### config.mk
export PLATFORM = sky130hd
export DESIGN_NAME = sensors_height_filter
export DESIGN_NICKNAME = d
export VERILOG_FILES = /design/src/rtl/sensors_height_filter.sv
export SDC_FILE = /design/constraint.sdc
export NUM_CORES = 1
export LEC_CHECK = 0
export ABC_AREA = 1
export CAP_MARGIN = 40
export CORE_MARGIN = 2
export CORE_UTILIZATION = 55
export CTS_CLUSTER_DIAMETER = 40
export DETAILED_ROUTE_END_ITERATION = 12
export HOLD_SLACK_MARGIN = 0.03
export PLACE_DENSITY = 0.79
export SLEW_MARGIN = 20
export SYNTH_ARGS = -nofsm -noshare
export SYNTH_HDL_FRONTEND = slang
export SYNTH_SLANG_ARGS = --single-unit
### constraint.sdc
create_clock -name clk -period 4.2 [get_ports clk]
set_input_delay 0.84 -clock clk [delete_from_list [all_inputs] [get_ports clk]]
set_output_delay 0.84 -clock clk [all_outputs]
set_load 0.05 [all_outputs]
### src/rtl/sensors_height_filter.sv
// Height filter over opposing sensor pairs: averages every valid pair, then divides the sum
// by the number of valid pairs with a bit-serial restoring divider (fixed latency).
module sensors_height_filter #(
  parameter int unsigned WIDTH = 8,
  parameter int unsigned PAIRS = 2
) (
  input  logic                       clk,
  input  logic                       rst_n,
  input  logic                       in_valid,
  output logic                       in_ready,
  input  logic [2*PAIRS*WIDTH-1:0]   sensors,
  output logic                       out_valid,
  input  logic                       out_ready,
  output logic [WIDTH-1:0]           height,
  output logic [PAIRS-1:0]           pair_mask,
  output logic                       fault
);

  localparam int unsigned N  = 2 * PAIRS;
  localparam int unsigned SW = WIDTH + $clog2(PAIRS);
  localparam int unsigned CW = $clog2(PAIRS + 1);
  localparam int unsigned IW = $clog2(PAIRS);
  localparam int unsigned DW = $clog2(SW);

  typedef enum logic [1:0] {StIdle, StPair, StDiv, StDone} state_e;

  state_e                 state_q;
  logic [N*WIDTH-1:0]     sens_q;
  logic [SW-1:0]          sum_q;
  logic [CW-1:0]          cnt_q;
  logic [PAIRS-1:0]       mask_q;
  logic [IW-1:0]          idx_q;
  logic [DW-1:0]          dcnt_q;
  logic [CW-1:0]          rem_q;
  logic [SW-1:0]          dq_q;
  logic                   out_valid_q;
  logic [WIDTH-1:0]       height_q;
  logic [PAIRS-1:0]       pair_mask_q;
  logic                   fault_q;

  logic [WIDTH-1:0]       pa, pb;
  logic                   pv;
  logic [WIDTH:0]         avg_full;
  logic [SW-1:0]          sum_nx;
  logic [CW-1:0]          cnt_nx;
  logic [PAIRS-1:0]       mask_nx;
  logic [CW:0]            rem_sh;
  logic                   qbit;
  logic [CW-1:0]          rem_nx;
  logic [SW-1:0]          dq_nx;

  always_comb begin
    pa = '0;
    pb = '0;
    for (int unsigned p = 0; p < PAIRS; p++) begin
      if (idx_q == IW'(p)) begin
        pa = sens_q[p*WIDTH +: WIDTH];
        pb = sens_q[(p+PAIRS)*WIDTH +: WIDTH];
      end
    end
    pv       = (pa != '0) && (pb != '0);
    avg_full = ({1'b0, pa} + {1'b0, pb} + (WIDTH+1)'(1)) >> 1;
    sum_nx   = pv ? sum_q + SW'(avg_full) : sum_q;
    cnt_nx   = pv ? cnt_q + CW'(1) : cnt_q;
    mask_nx  = mask_q;
    if (pv) mask_nx[idx_q] = 1'b1;

    // Remainder stays below the divisor, so CW bits hold it; dividend and quotient share dq_q.
    rem_sh = {rem_q, dq_q[SW-1]};
    qbit   = rem_sh >= {1'b0, cnt_q};
    rem_nx = qbit ? (rem_sh[CW-1:0] - cnt_q) : rem_sh[CW-1:0];
    dq_nx  = {dq_q[SW-2:0], qbit};
  end

  always_ff @(posedge clk) begin
    if (!rst_n) begin
      state_q     <= StIdle;
      sens_q      <= '0;
      sum_q       <= '0;
      cnt_q       <= '0;
      mask_q      <= '0;
      idx_q       <= '0;
      dcnt_q      <= '0;
      rem_q       <= '0;
      dq_q        <= '0;
      out_valid_q <= 1'b0;
      height_q    <= '0;
      pair_mask_q <= '0;
      fault_q     <= 1'b0;
    end else begin
      case (state_q)
        StIdle: begin
          if (in_valid) begin
            sens_q  <= sensors;
            sum_q   <= '0;
            cnt_q   <= '0;
            mask_q  <= '0;
            idx_q   <= '0;
            state_q <= StPair;
          end
        end
        StPair: begin
          sum_q  <= sum_nx;
          cnt_q  <= cnt_nx;
          mask_q <= mask_nx;
          idx_q  <= idx_q + IW'(1);
          if (idx_q == IW'(PAIRS - 1)) begin
            dq_q    <= sum_nx;
            rem_q   <= '0;
            dcnt_q  <= '0;
            state_q <= StDiv;
          end
        end
        StDiv: begin
          rem_q  <= rem_nx;
          dq_q   <= dq_nx;
          dcnt_q <= dcnt_q + DW'(1);
          if (dcnt_q == DW'(SW - 1)) begin
            out_valid_q <= 1'b1;
            pair_mask_q <= mask_q;
            // No valid pair: the divider output is meaningless, so report zero with fault.
            if (cnt_q == '0) begin
              height_q <= '0;
              fault_q  <= 1'b1;
            end else begin
              height_q <= dq_nx[WIDTH-1:0];
              fault_q  <= 1'b0;
            end
            state_q <= StDone;
          end
        end
        StDone: begin
          if (out_ready) begin
            out_valid_q <= 1'b0;
            state_q     <= StIdle;
          end
        end
        default: state_q <= StIdle;
      endcase
    end
  end

  assign in_ready  = (state_q == StIdle);
  assign out_valid = out_valid_q;
  assign height    = height_q;
  assign pair_mask = pair_mask_q;
  assign fault     = fault_q;

endmodule

== Yosys cells after proc, flatten, opt, wreduce, memory -nomap -nowiden ==
Index checks and enable logic that the tools add are counted.
Storage, ports and cells
  register bits: 75
  bits of input ports: 36
  logic and storage cells: 80
Cells by class
  $add $sub $neg: 7
  magnitude comparators: 3
  equal/unequal tests: 9
  mux-type cells: 31
  bitwise gates (word level): 1
  reduce and logical (&&, ||, !) cells: 16
Operators with widths (count)
  9-bit case mux with 2 select lines: 2
  9-bit 2-to-1 mux: 3
  8-bit 2-to-1 mux: 3
  2-bit 2-to-1 mux: 9
  8-bit nonzero test: 2
  2-bit case mux with 2 select lines: 3
  2-bit != test (second input constant): 5
  8-bit by 8-bit adder with 9-bit output: 1
  9-bit by 1-bit adder with 9-bit output (second input constant): 1
  9-bit by 8-bit adder with 9-bit output: 1
  2-bit case mux with 4 select lines: 1
  4-bit case mux with 2 select lines: 1
  2-bit AND reduction: 4
  3-bit AND reduction: 2
  2-bit nonzero test: 3
  1-bit 2-to-1 mux: 5
  4-bit by 1-bit adder with 4-bit output (second input constant): 1
  2-bit equality test (second input constant): 2
  4-bit equality test (second input constant): 1
  2-bit logical NOT: 2
  4-bit 2-to-1 mux: 1
  1-bit case mux with 2 select lines: 2
  4-bit AND reduction: 1
  3-bit by 2-bit >= comparator with 1-bit output: 1
  9 further kinds: 10

== Logic depth before layout (Yosys ltp) ==
Gate-level depths: netlist of the first run.
  word-level depth: 7
  mapped depth: 25

== Worst setup path after synthesis of the first run ==
No wires, ideal clock.
  path kind: register to register
  from: register idx_q
  to: register dq_q[7]
  library setup time: 0.132 ns
  arrival time: 2.818 ns
  slack: 1.250 ns
  stages on the path, launching flop included: 23
  clock period less this slack: 2.950 ns
  path through: dfxtp_1 buf_4 nand2_1 nand2_1 inv_1 fa_1 nand3_1 nand2_1 a21o_1 a21oi_1 xor2_1 inv_1 ha_1 nand2_1 inv_1 a21oi_1 nand2_1 nand2_1 nand2_1 nand2_1 nand3_1 nand2_1 a21oi_1
On the way
  cells in the longest elaborated chain, start to end: 7
  elaborated cells between the ends (all ways): 13
  classes of those cells: add/sub (3); eq/ne (1); mux (5); reduce/logical (4)
RTL lines
  from (decl): line 32  | logic [IW-1:0] idx_q;
  from (signal assigned): line 106  | idx_q <= idx_q + IW'(1);
  8-bit 2-to-1 mux: line 56  | if (idx_q == IW'(p)) begin
  8-bit by 8-bit adder with 9-bit output: line 62  | avg_full = ({1'b0, pa} + {1'b0, pb} + (WIDTH+1)'(1)) >> 1;
  9-bit by 1-bit adder with 9-bit output: line 62
  9-bit by 8-bit adder with 9-bit output: line 63  | sum_nx = pv ? sum_q + SW'(avg_full) : sum_q;
  9-bit 2-to-1 mux: line 63
  9-bit 2-to-1 mux: line 107  | if (idx_q == IW'(PAIRS - 1)) begin
  9-bit case mux with 2 select lines: line 91  | case (state_q)
  to (signal assigned): line 108  | dq_q <= sum_nx;
  to (signal assigned): line 116  | dq_q <= dq_nx;
  to (decl): line 35  | logic [SW-1:0] dq_q;
Parallel ways exist; a longest one is shown, timed or not. The select of a mux whose other input is x is not followed.
A chain may end at the register's enable or synchronous reset.

== Worst setup path after layout of the first run ==
  from: register idx_q
  to: register sum_q[7]
On the way
  cells in the longest elaborated chain, start to end: 6
  elaborated cells between the ends (all ways): 10
  classes of those cells: add/sub (3); mux (4); reduce/logical (3)
RTL lines
  8-bit 2-to-1 mux: line 56
  8-bit by 8-bit adder with 9-bit output: line 62
  9-bit by 1-bit adder with 9-bit output: line 62
  9-bit by 8-bit adder with 9-bit output: line 63
  9-bit 2-to-1 mux (*): line 63
  9-bit case mux with 2 select lines (*): line 91
  to (signal assigned): line 103  | sum_q <= sum_nx;
  to (decl): line 29  | logic [SW-1:0] sum_q;
Every way passes the cells marked *; elsewhere a longest branch is shown, timed or not.

==> out/qor.yml, run 1 <==
endpoint: "sum_q[7]"
cp_top_family: "compound AO/OA/AOI/OAI gates"
critical_path_required_ps: 4480
grt_usage: 0.2258
routed_wl_um: 8741
utilization: 0.6675
yosys-top-cells-area: "dfxtp_1, nand2_1, a21oi_1, inv_1, ha_1"
arrival_ps: 3930
syn_nets: 661
core_area_um2: 7214
r2r_end: "sum_q[7]"
io-pin-count: 49
hold_class: "reg -> reg"
hold-worst-slack_ps: 459.3
drc_errors: 0
dp_hpwl_um: 6571
std_cell_rows: 31
dieArea_um2: 8080
wl_per_cell_um: 11.75
first_global_vias: 3582
timing.fmax_mhz: 274.5
cts_setup_buffers: 0
startpoint: "idx_q"
ant_nets: 0
drv_cap: 0
crit_slowest_cell: "dfxtp_1"
rsz0062_at_grt: "false"
cts_sinks: 75
antenna_cells: 0
clkLatencyLatePin_ps: 360
fin_skew_ps: 11.84
dr.pass1.iters: 4
ys_seq_elements: 75
fin_crit_ps: 3643
final_area_um2: 4816
yosys_warnings: 0
critPathLaunchType: "flop"
syn_to_final_growth_pct: 18.69
status: "complete, no violations"
finalSetupViolations: 0
h-tree-depth: 3
clk_path_buf_depth: 2
worst_slew_pin_slew_ps: 820.9
cpMostUsedCell: "nand2_1"
fin_crit_sh: 0.8674
cp-end-kind: "flop"
synth_cells: 599
critical-path-max-stage-delay_ps: 740
gp_congestion: 0.8953
hold_buffers: 0
final_layout_size_suffix_gt1_frac: 0.04031
drv_slew: 0
initialDrtViolationCount: 180
overflow: 0
numCtsBuffers: 9
worst_slack_ps: 556.8
power_density_nw_per_um2: 803.0
yosysTopAreaCell: "dfxtp_1"
critical_path_buf_inv_count: 4
antenna_found_initial: 0
r2r_start: "idx_q"
chipWidth_um: 89.89
critical_path_depth: 21
cts_tree: "done"
yosysSeqAreaShare: 0.3700
die_y_um: 89.89
syn-cell-area_um2: 4058
cts_root_buf: "clkbuf_8"
vias: 3807
netlist.area_leader.share: 0.3700
setup_tns_ps: 0
r2r_slack_ps: 560
grt_start_max_net_pins: 65
ir_worst_vdd_mv: 0.4390
post-place-ws_ps: 596.6
dpl-instance-area_um2: 4589
crit_chain: "inv_2 -> nand2_1 -> nand2_1 -> inv_1 -> ha_1 -> a21oi_1 -> nand2_1 -> a21o_1 -> a21oi_1 -> xor2_1 -> inv_1 -> ha_1 -> nand2_1 -> inv_1 -> a21oi_1 -> nand3_1 -> nand2_1 -> nand2_1 -> nand2_1 -> nand2_1 -> a21oi_1"
ff2ff_path_depth: 21
hold_violations: 0
leakagePower_nw: 2.249
layout.nets: 702
synth_cell_types: 34
grt_pass1_wl_um: 15190
worst-path-max-fanout: 22
initial_utilization: 0.5624
clkSlewWorstSetupHoldPaths_ps: 80
ctsResizeCount: 0
slew-limit-headroom: 0.4527
synth.avg_cell_area_um2: 6.774
io_buffers: 48
path_class: "reg -> reg"
vias_per_cell: 5.117
-- registers in the layout, indices dropped and copies added (netlist names), 4 cells and up --
signal  count
dq_q        9
sens_q     32
dcnt_q      4
sum_q       9
height      8
-- synth_stat cells (all sizes together) --
library cell	n
a211oi	2
a21o	1
a21oi	80
a22oi	3
buf	7
clkbuf	14
clkinv	1
dfxtp	75
fa	2
ha	24
inv	97
nand2	161
nand3	22
nand3b	1
nand4	1
nor2	35
nor3	2
nor4	1
o2111ai	1
o211ai	7
o21a	2
o21ai	51
o21bai	1
xnor2	2
xor2	6
-- worst register-to-register path, stage by stage (launching register included) --
cell and delay (ps):
dfxtp_1 740, inv_2 270, nand2_1 140, nand2_1 80, inv_1 60, ha_1 260
a21oi_1 140, nand2_1 90, a21o_1 170, a21oi_1 200, xor2_1 160, inv_1 50
ha_1 330, nand2_1 110, inv_1 50, a21oi_1 190, nand3_1 100, nand2_1 70
nand2_1 70, nand2_1 60, nand2_1 50, a21oi_1 180
-- worst min-delay path by stage --
stage / startpoint / end / slack, ps / cells past startpoint
floorplan: sens_q[27] / sens_q[27] / 430 / 2
global placement: sens_q[31] / sens_q[31] / 440 / 2
detailed placement: sens_q[24] / sens_q[24] / 450 / 2
CTS: sens_q[24] / sens_q[24] / 460 / 2
global route: sens_q[28] / sens_q[28] / 480 / 2
finish: sens_q[12] / sens_q[12] / 460 / 2
-- power breakdown --
| group | leakage [nW] | switching [mW] | internal, mW |
|---|---|---|---|
| clock network | 0.110 | 0.277 | 0.354 |
| logic | 1.52 | 1.43 | 0.795 |
| registers | 0.614 | 0.114 | 0.892 |
| total | 2.25 | 1.83 | 2.04 |
-- cells by family (layout without fill, tap and decap cells) --
family,count (synthesis),count (layout),share of synthesized area
flip-flops,75,75,0.3700
XOR/XNOR,8,8,0.01727
adder cells (fa/ha/maj),26,26,0.08387
AND/OR/NAND/NOR,223,223,0.2177
buffers and inverters,119,165,0.1159
AO/OA/AOI/OAI,148,148,0.1952
-- area by class of cell --
cell class                 count  area (um2)
clock buffer                  11       141.4
clock inverter                 5       85.08
fill                         659        2399
inverter                      98       367.9
multi-input combinational    405        2086
sequential                    75        1501
tap                           99       123.9
timing repair buffer          51       510.5
-- through the flow --
step	total power, mW	instances
after floorplan	2.787	599
after global placement	3.147	727
after detailed placement	3.224	728
after CTS	3.871	744
after global routing	4.296	744
final	3.867	744
-- layout by cell type, fill, tap and decap left out, types with 3 or more instances in the layout --
cell / count
o211ai_1: 7
xor2_1: 6
clkbuf_8: 10
nand3_1: 22
a22oi_1: 3
inv_1: 94
inv_2: 3
clkdlybuf4s50_1: 48
nor2_1: 34
nand2_1: 159
o21ai_1: 3
a21oi_1: 79
o21ai_0: 47
ha_1: 24
dfxtp_1: 75
-- metal layers --
layer / GRT usage / routed length, um / vias up
li1: - / - / 1999
met4: 0.07308 / 120 / 0
met1: 0.2904 / 4163 / 1714
met5: 0 / 0 / -
met2: 0.3674 / 4033 / 79
met3: 0.06538 / 424 / 15
No activity file was read; power rests on OpenSTA's default activity.
==> inputs of run 2 (changes only) <==
- DONT_BUFFER_PORTS: unset -> 1
- GPL_TIMING_DRIVEN: unset -> 0
- PLACE_DENSITY: 0.79 -> 0.7
==> run 2 against run 1 <==
Net effect: via count shrank 3.2%; combinational power hardly changed; die area unchanged; total power rose by 1.1%; maximum frequency is 6.2% higher; setup slack improved by 210 ps; final cell count fell by 4.0%; worst hold slack got worse by 5.1 ps; first-iteration DRC count fell by 27%; register-to-register slack gained 210 ps; design area is 8.3% lower.
==> out/qor.yml, run 2 (synthesized netlist as in run 1, its figures left out) <==
status: "complete, no violations"
drc_errors: 0  # unchanged
setup_tns_ps: 0  # unchanged
use_met1: 0.2974  # +0.006972
first_global_vias: 3463  # -3.3%
post-place-ws_ps: 809.5  # +212.9 ps
wl_per_cell_um: 12.76  # +8.6%
clkLatencyLatePin_ps: 350  # about the same
path_class: "reg -> reg"
gp_congestion: 0.8294  # -7.4%
vias: 3685  # -3.2%
routed_wl_um: 9114  # +4.3%
cts_tree: "done"
core_area_um2: 7214  # unchanged
ant_nets: 0  # unchanged
rsz0062_at_grt: "false"
grt_start_max_net_pins: 15  # -77%
endpoint: "dq_q[8]"
top_regs: "sens_q x32, dq_q x9, sum_q x9"
layout.nets: 672  # -4.3%
numCtsBuffers: 9  # unchanged
worst_slack_ps: 771.0  # +214.2 ps
hold_class: "reg -> reg"
clkSlewWorstSetupHoldPaths_ps: 80  # about the same
leakagePower_nw: 2.100  # -6.6%
critPathLaunchType: "flop"
antenna_found_initial: 0  # unchanged
utilization: 0.6120  # -0.05550
ff2ff_path_depth: 24  # +14%
r2r_slack_ps: 770  # +210 ps
ir_worst_vdd_mv: 0.3494  # -20%
top_register: "sens_q"
dieArea_um2: 8080  # unchanged
drv_slew: 0  # unchanged
fill_cells: 721  # +9.4%
top_usage_layer: "met2"
cts_root_buf: "clkbuf_8"
hold_violations: 0  # unchanged
finalSetupViolations: 0  # unchanged
r2r_end: "dq_q[8]"
initialDrtViolationCount: 132  # -27%
grt_use_met3: 0.05868  # -0.006706
slew-limit-headroom: 0.4307  # -0.02201
grt_usage: 0.2368  # +0.01096
final_common_cell: "nand2_1"
hold-worst-slack_ps: 454.2  # -5.135 ps
worst-path-max-fanout: 10  # -55%
syn_to_final_growth_pct: 8.819
grt_pass1_wl_um: 15590  # +2.6%
cts_setup_buffers: 0  # unchanged
startpoint: "idx_q"
std_cell_rows: 31  # unchanged
cp-end-kind: "flop"
dp_hpwl_um: 6935  # +5.5%
fin_crit_sh: 0.8164  # -0.05100
final_area_um2: 4415  # -8.3%
ctsResizeCount: 0  # unchanged
r2r_start: "idx_q"
fin_crit_ps: 3429  # -214.2 ps
h-tree-depth: 3  # unchanged
worst_slew_pin_slew_ps: 853.9  # +33.01 ps
vias_per_cell: 5.161  # +0.86%
antenna_cells: 0  # unchanged
dpl-instance-area_um2: 4182  # -8.9%
critical_path_required_ps: 4420  # -60 ps
fin_skew_ps: 7.562  # -4.279 ps
drv_cap: 0  # unchanged
cts_sinks: 75  # unchanged
timing.fmax_mhz: 291.6  # +6.2%
chipWidth_um: 89.89  # unchanged
final_layout_size_suffix_gt1_frac: 0.04715  # +0.006844
met2_usage: 0.3952  # +0.02778
initial_utilization: 0.5624  # unchanged
clk_path_buf_depth: 2  # unchanged
overflow: 0  # unchanged
io-pin-count: 49  # unchanged
io_buffers: 0  # -100%
largest_reg_flops: 32  # unchanged
final_cell_mix: "nand2_1, inv_1, a21oi_1"
dr.pass1.iters: 5  # +1
die_y_um: 89.89  # unchanged
arrival_ps: 3650  # -280 ps
hold_buffers: 0  # unchanged
power_density_nw_per_um2: 885.8  # +10%
[run 2: changes by cell type in the layout (fill, tap and decap cells not counted)]
cell / previous run / this run
buf_2: 0 / 1
clkbuf_1: 1 / 14
buf_1: 0 / 2
buf_6: 0 / 2
inv_8: 0 / 1
clkdlybuf4s50_1: 48 / 0
buf_8: 1 / 0
[run 2: how the worst min path moves through the flow]
stage               start         end  slack (ps)  depth (start not counted)
4_1_cts        sens_q[23]  sens_q[23]         460                          2
3_3_place_gp   sens_q[30]  sens_q[30]         440                          2
3_5_place_dp   sens_q[23]  sens_q[23]         440                          2
6_report       sens_q[23]  sens_q[23]         450                          2
5_1_grt        sens_q[16]  sens_q[16]         470                          2
2_1_floorplan  sens_q[27]  sens_q[27]         430                          2
[run 2: critical path: stages (launching register included)]
cell      delay, ps
dfxtp_1         360
inv_2           140
buf_6           160
nand2_1          60
nand2_1          90
inv_1            80
fa_1            440
nand3_1         100
nand2_1          80
a21o_1          160
a21oi_1         200
nor2_1           60
nor2_1           80
o21bai_1         70
ha_1            320
nand2_1         110
inv_1            40
a21oi_1         190
nand2_1          90
nand2_1          60
nand2_1          50
nand2_1          90
nand3_1          90
nand2_1          90
a21oi_1          50
[run 2: report_power, final]
group	switching (mW)	internal (mW)	total, mW
registers	0.114	0.892	1.01
logic	1.46	0.794	2.26
clock network	0.289	0.358	0.647
total	1.87	2.04	3.91
[run 2: final cells by class]
class | instances | area, um2 | area share
Inverter | 98 | 367.9 | 0.08331
Multi-Input combinational cell | 405 | 2086 | 0.4724
Buffer | 21 | 102.6 | 0.02324
Clock inverter | 6 | 96.34 | 0.02182
Clock buffer | 10 | 137.6 | 0.03117
Sequential cell | 75 | 1501 | 0.3400
Tap cell | 99 | 123.9 | 0.02805
[run 2: routing by layer]
metal  up-vias  part of all wire
met3        15             0.046
met2        75              0.47
met5         -                 0
met4         0             0.016
met1      1660              0.47
li1       1935                 -
[run 2: per-stage QoR]
| step | power [mW] | std cells |
|---|---|---|
| 6_report | 3.911 | 714 |
| 5_1_grt | 4.330 | 714 |
| 4_1_cts | 3.930 | 714 |
| 3_5_place_dp | 3.272 | 698 |
| 3_3_place_gp | 3.213 | 698 |
| 2_1_floorplan | 2.787 | 599 |
==> inputs of run 3 (changes only) <==
- clock period: 4.2 -> 3.3 ns (I/O delays scaled with it)
==> run 3 against run 2 <==
Net effect: sequential share of layout area down 1.5 points; critical endpoint unchanged; die area unchanged; combinational power up 41%; setup slack got worse by 620 ps; global-route usage is 0.054 points higher; routed wire length rose by 4.4%; final cell count up 1.4%; register-to-register slack got worse by 620 ps; core utilization increased by 2.9 points.
==> out/qor.yml, run 3 (synthesized netlist as in run 1, its figures left out) <==
fin_skew_ps: 9.126  # +1.564 ps
hold-worst-slack_ps: 439.1  # -15.12 ps
first_global_vias: 3478  # +0.43%
vias_per_cell: 5.185  # +0.47%
r2r_slack_ps: 150  # -620 ps
p_comb_frac: 0.600  # +0.022
largest_reg_flops: 32  # unchanged
cts_tree: "done"
die_y_um: 89.89  # unchanged
clk_path_buf_depth: 2  # unchanged
holdPathStages: 2  # unchanged
overflow: 0  # unchanged
io-pin-count: 49  # unchanged
initial_utilization: 0.5624  # unchanged
clkSlewWorstSetupHoldPaths_ps: 80  # about the same
grt_start_max_net_pins: 15  # unchanged
core_area_um2: 7214  # unchanged
drc_errors: 0  # unchanged
post-place-ws_ps: -90.50  # -900.0 ps
fin_crit_ps: 3152  # -276.8 ps
worst-path-max-fanout: 7  # -3
cts_sinks: 75  # unchanged
routed_wl_um: 9511  # +4.4%
dp_hpwl_um: 6935  # unchanged
clkLatencyLatePin_ps: 360  # about the same
antenna_cells: 0  # unchanged
path_class: "reg -> reg"
hold_end: "sens_q[27]"
slew-limit-headroom: 0.4566  # +0.02588
wl_per_cell_um: 13.14  # +2.9%
status: "complete, no violations"
final_common_cell: "nand2_1"
ant_nets: 0  # unchanged
initialDrtViolationCount: 129  # -2.3%
h-tree-depth: 3  # unchanged
leakagePower_nw: 2.156  # +2.7%
final_area_um2: 4627  # +4.8%
swShare: 0.4763  # -0.001115
cts_root_buf: "clkbuf_8"
power_density_nw_per_um2: 1148  # +30%
top_regs: "sens_q x32, dq_q x9, sum_q x9"
grt_pass1_wl_um: 15640  # +0.31%
drv_slew: 0  # unchanged
p_int_mw: 2.783  # +36%
finalSetupViolations: 0  # unchanged
p_switching_mw: 2.531  # +36%
timing.fmax_mhz: 317.2  # +8.8%
hold_violations: 0  # unchanged
hp-start: "rst_n"
std_cell_rows: 31  # unchanged
utilization: 0.6413  # +0.02931
layout.nets: 682  # +1.5%
chipWidth_um: 89.89  # unchanged
fin_crit_sh: 0.9552  # +0.1388
gp_congestion: 0.8294  # unchanged
io_buffers: 0  # unchanged
r2r_end: "dq_q[8]"
p_total_mw: 5.314  # +36%
r2r_start: "idx_q"
numCtsBuffers: 9  # unchanged
dieArea_um2: 8080  # unchanged
vias: 3754  # +1.9%
drv_cap: 0  # unchanged
ir_worst_vdd_mv: 0.5037  # +44%
cp-end-kind: "flop"
ff2ff_path_depth: 24  # unchanged
hold_buffers: 0  # unchanged
final_cell_mix: "nand2_1, inv_1, a21oi_1, dfxtp_1, o21ai_0"
dr.pass1.iters: 4  # -1
arrival_ps: 3380  # -270 ps
top_register: "sens_q"
rsz0062_at_grt: "true"
grt_usage: 0.2373  # +0.0005361
syn_to_final_growth_pct: 14.03
p_clk_frac: 0.157  # -0.008
worst_slack_ps: 147.8  # -623.2 ps
antenna_found_initial: 0  # unchanged
critPathLaunchType: "flop"
final_layout_size_suffix_gt1_frac: 0.1088  # +0.06165
dpl-instance-area_um2: 4182  # unchanged
critical_path_required_ps: 3530  # -890 ps
seq_power_share: 0.243  # -0.014
hold_class: "in -> reg"
worst_slew_pin_slew_ps: 815.1  # -38.82 ps
[run 3: per-stage QoR]
step | TNS (ps) | instances
after global placement | -58.08 | 698
after CTS | 0 | 715
final | 0 | 724
after global routing | -422.4 | 724
after detailed placement | -160.7 | 698
after floorplan | 0 | 599
[run 3: what timing repair did]
action,in CTS,in global routing
resized for setup,4,33
setup buffers,1,9
pin swaps,0,24
setup endpoints to repair,4,6
[run 3: critical path, cell delays in order, from the launching register on]
cell and delay, ps:
dfxtp_4 380, inv_4 80, buf_6 130, nand2_2 50
nand2_2 80, nand2_2 80, fa_2 360, nand3_2 80
nand2_2 60, a21o_1 190, a21oi_2 160, buf_4 130
xor2_1 130, inv_1 90, ha_4 270, nand2_2 60
nand2_2 60, a21oi_2 150, nand2_1 80, nand2_1 60
nand2_1 60, nand2_2 80, nand3_2 60, nand2_1 90
a21oi_1 50
[run 3: area by class of cell]
| type | instances | area (um2) |
|---|---|---|
| multi-input cells | 405 | 2202 |
| flip-flops and latches | 75 | 1505 |
| fillers | 694 | 2587 |
| plain buffers | 21 | 113.9 |
| clock inverters | 6 | 96.34 |
| well taps | 99 | 123.9 |
| clock buffers | 10 | 137.6 |
| repair buffers | 10 | 75.07 |
| inverters | 98 | 372.9 |
[run 3: worst max-delay path by stage]
stage	start	slack (ps)	to	depth (start not counted)
floorplan	idx_q	350	dq_q[7]	22
global placement	idx_q	-40	dq_q[8]	24
detailed placement	idx_q	-90	dq_q[8]	24
CTS	idx_q	40	dq_q[7]	23
global route	idx_q	-120	sum_q[8]	24
finish	idx_q	150	dq_q[8]	24
[run 3: per-layer routing]
metal | track usage | part of all wire | vias to the layer above
li1 | - | - | 1955
met1 | 0.2979 | 0.46 | 1696
met2 | 0.3965 | 0.47 | 84
met3 | 0.05868 | 0.046 | 19
met4 | 0.08846 | 0.018 | 0
met5 | 0 | 0 | -
[run 3: power by group through the flow]
stage	clock network [mW]	registers, mW	logic (mW)
after global routing	0.880	1.32	3.64
after detailed placement	0	1.30	2.87
after floorplan	0	1.26	2.28
after global placement	0	1.29	2.80
final	0.833	1.29	3.19
after CTS	0.840	1.28	2.90
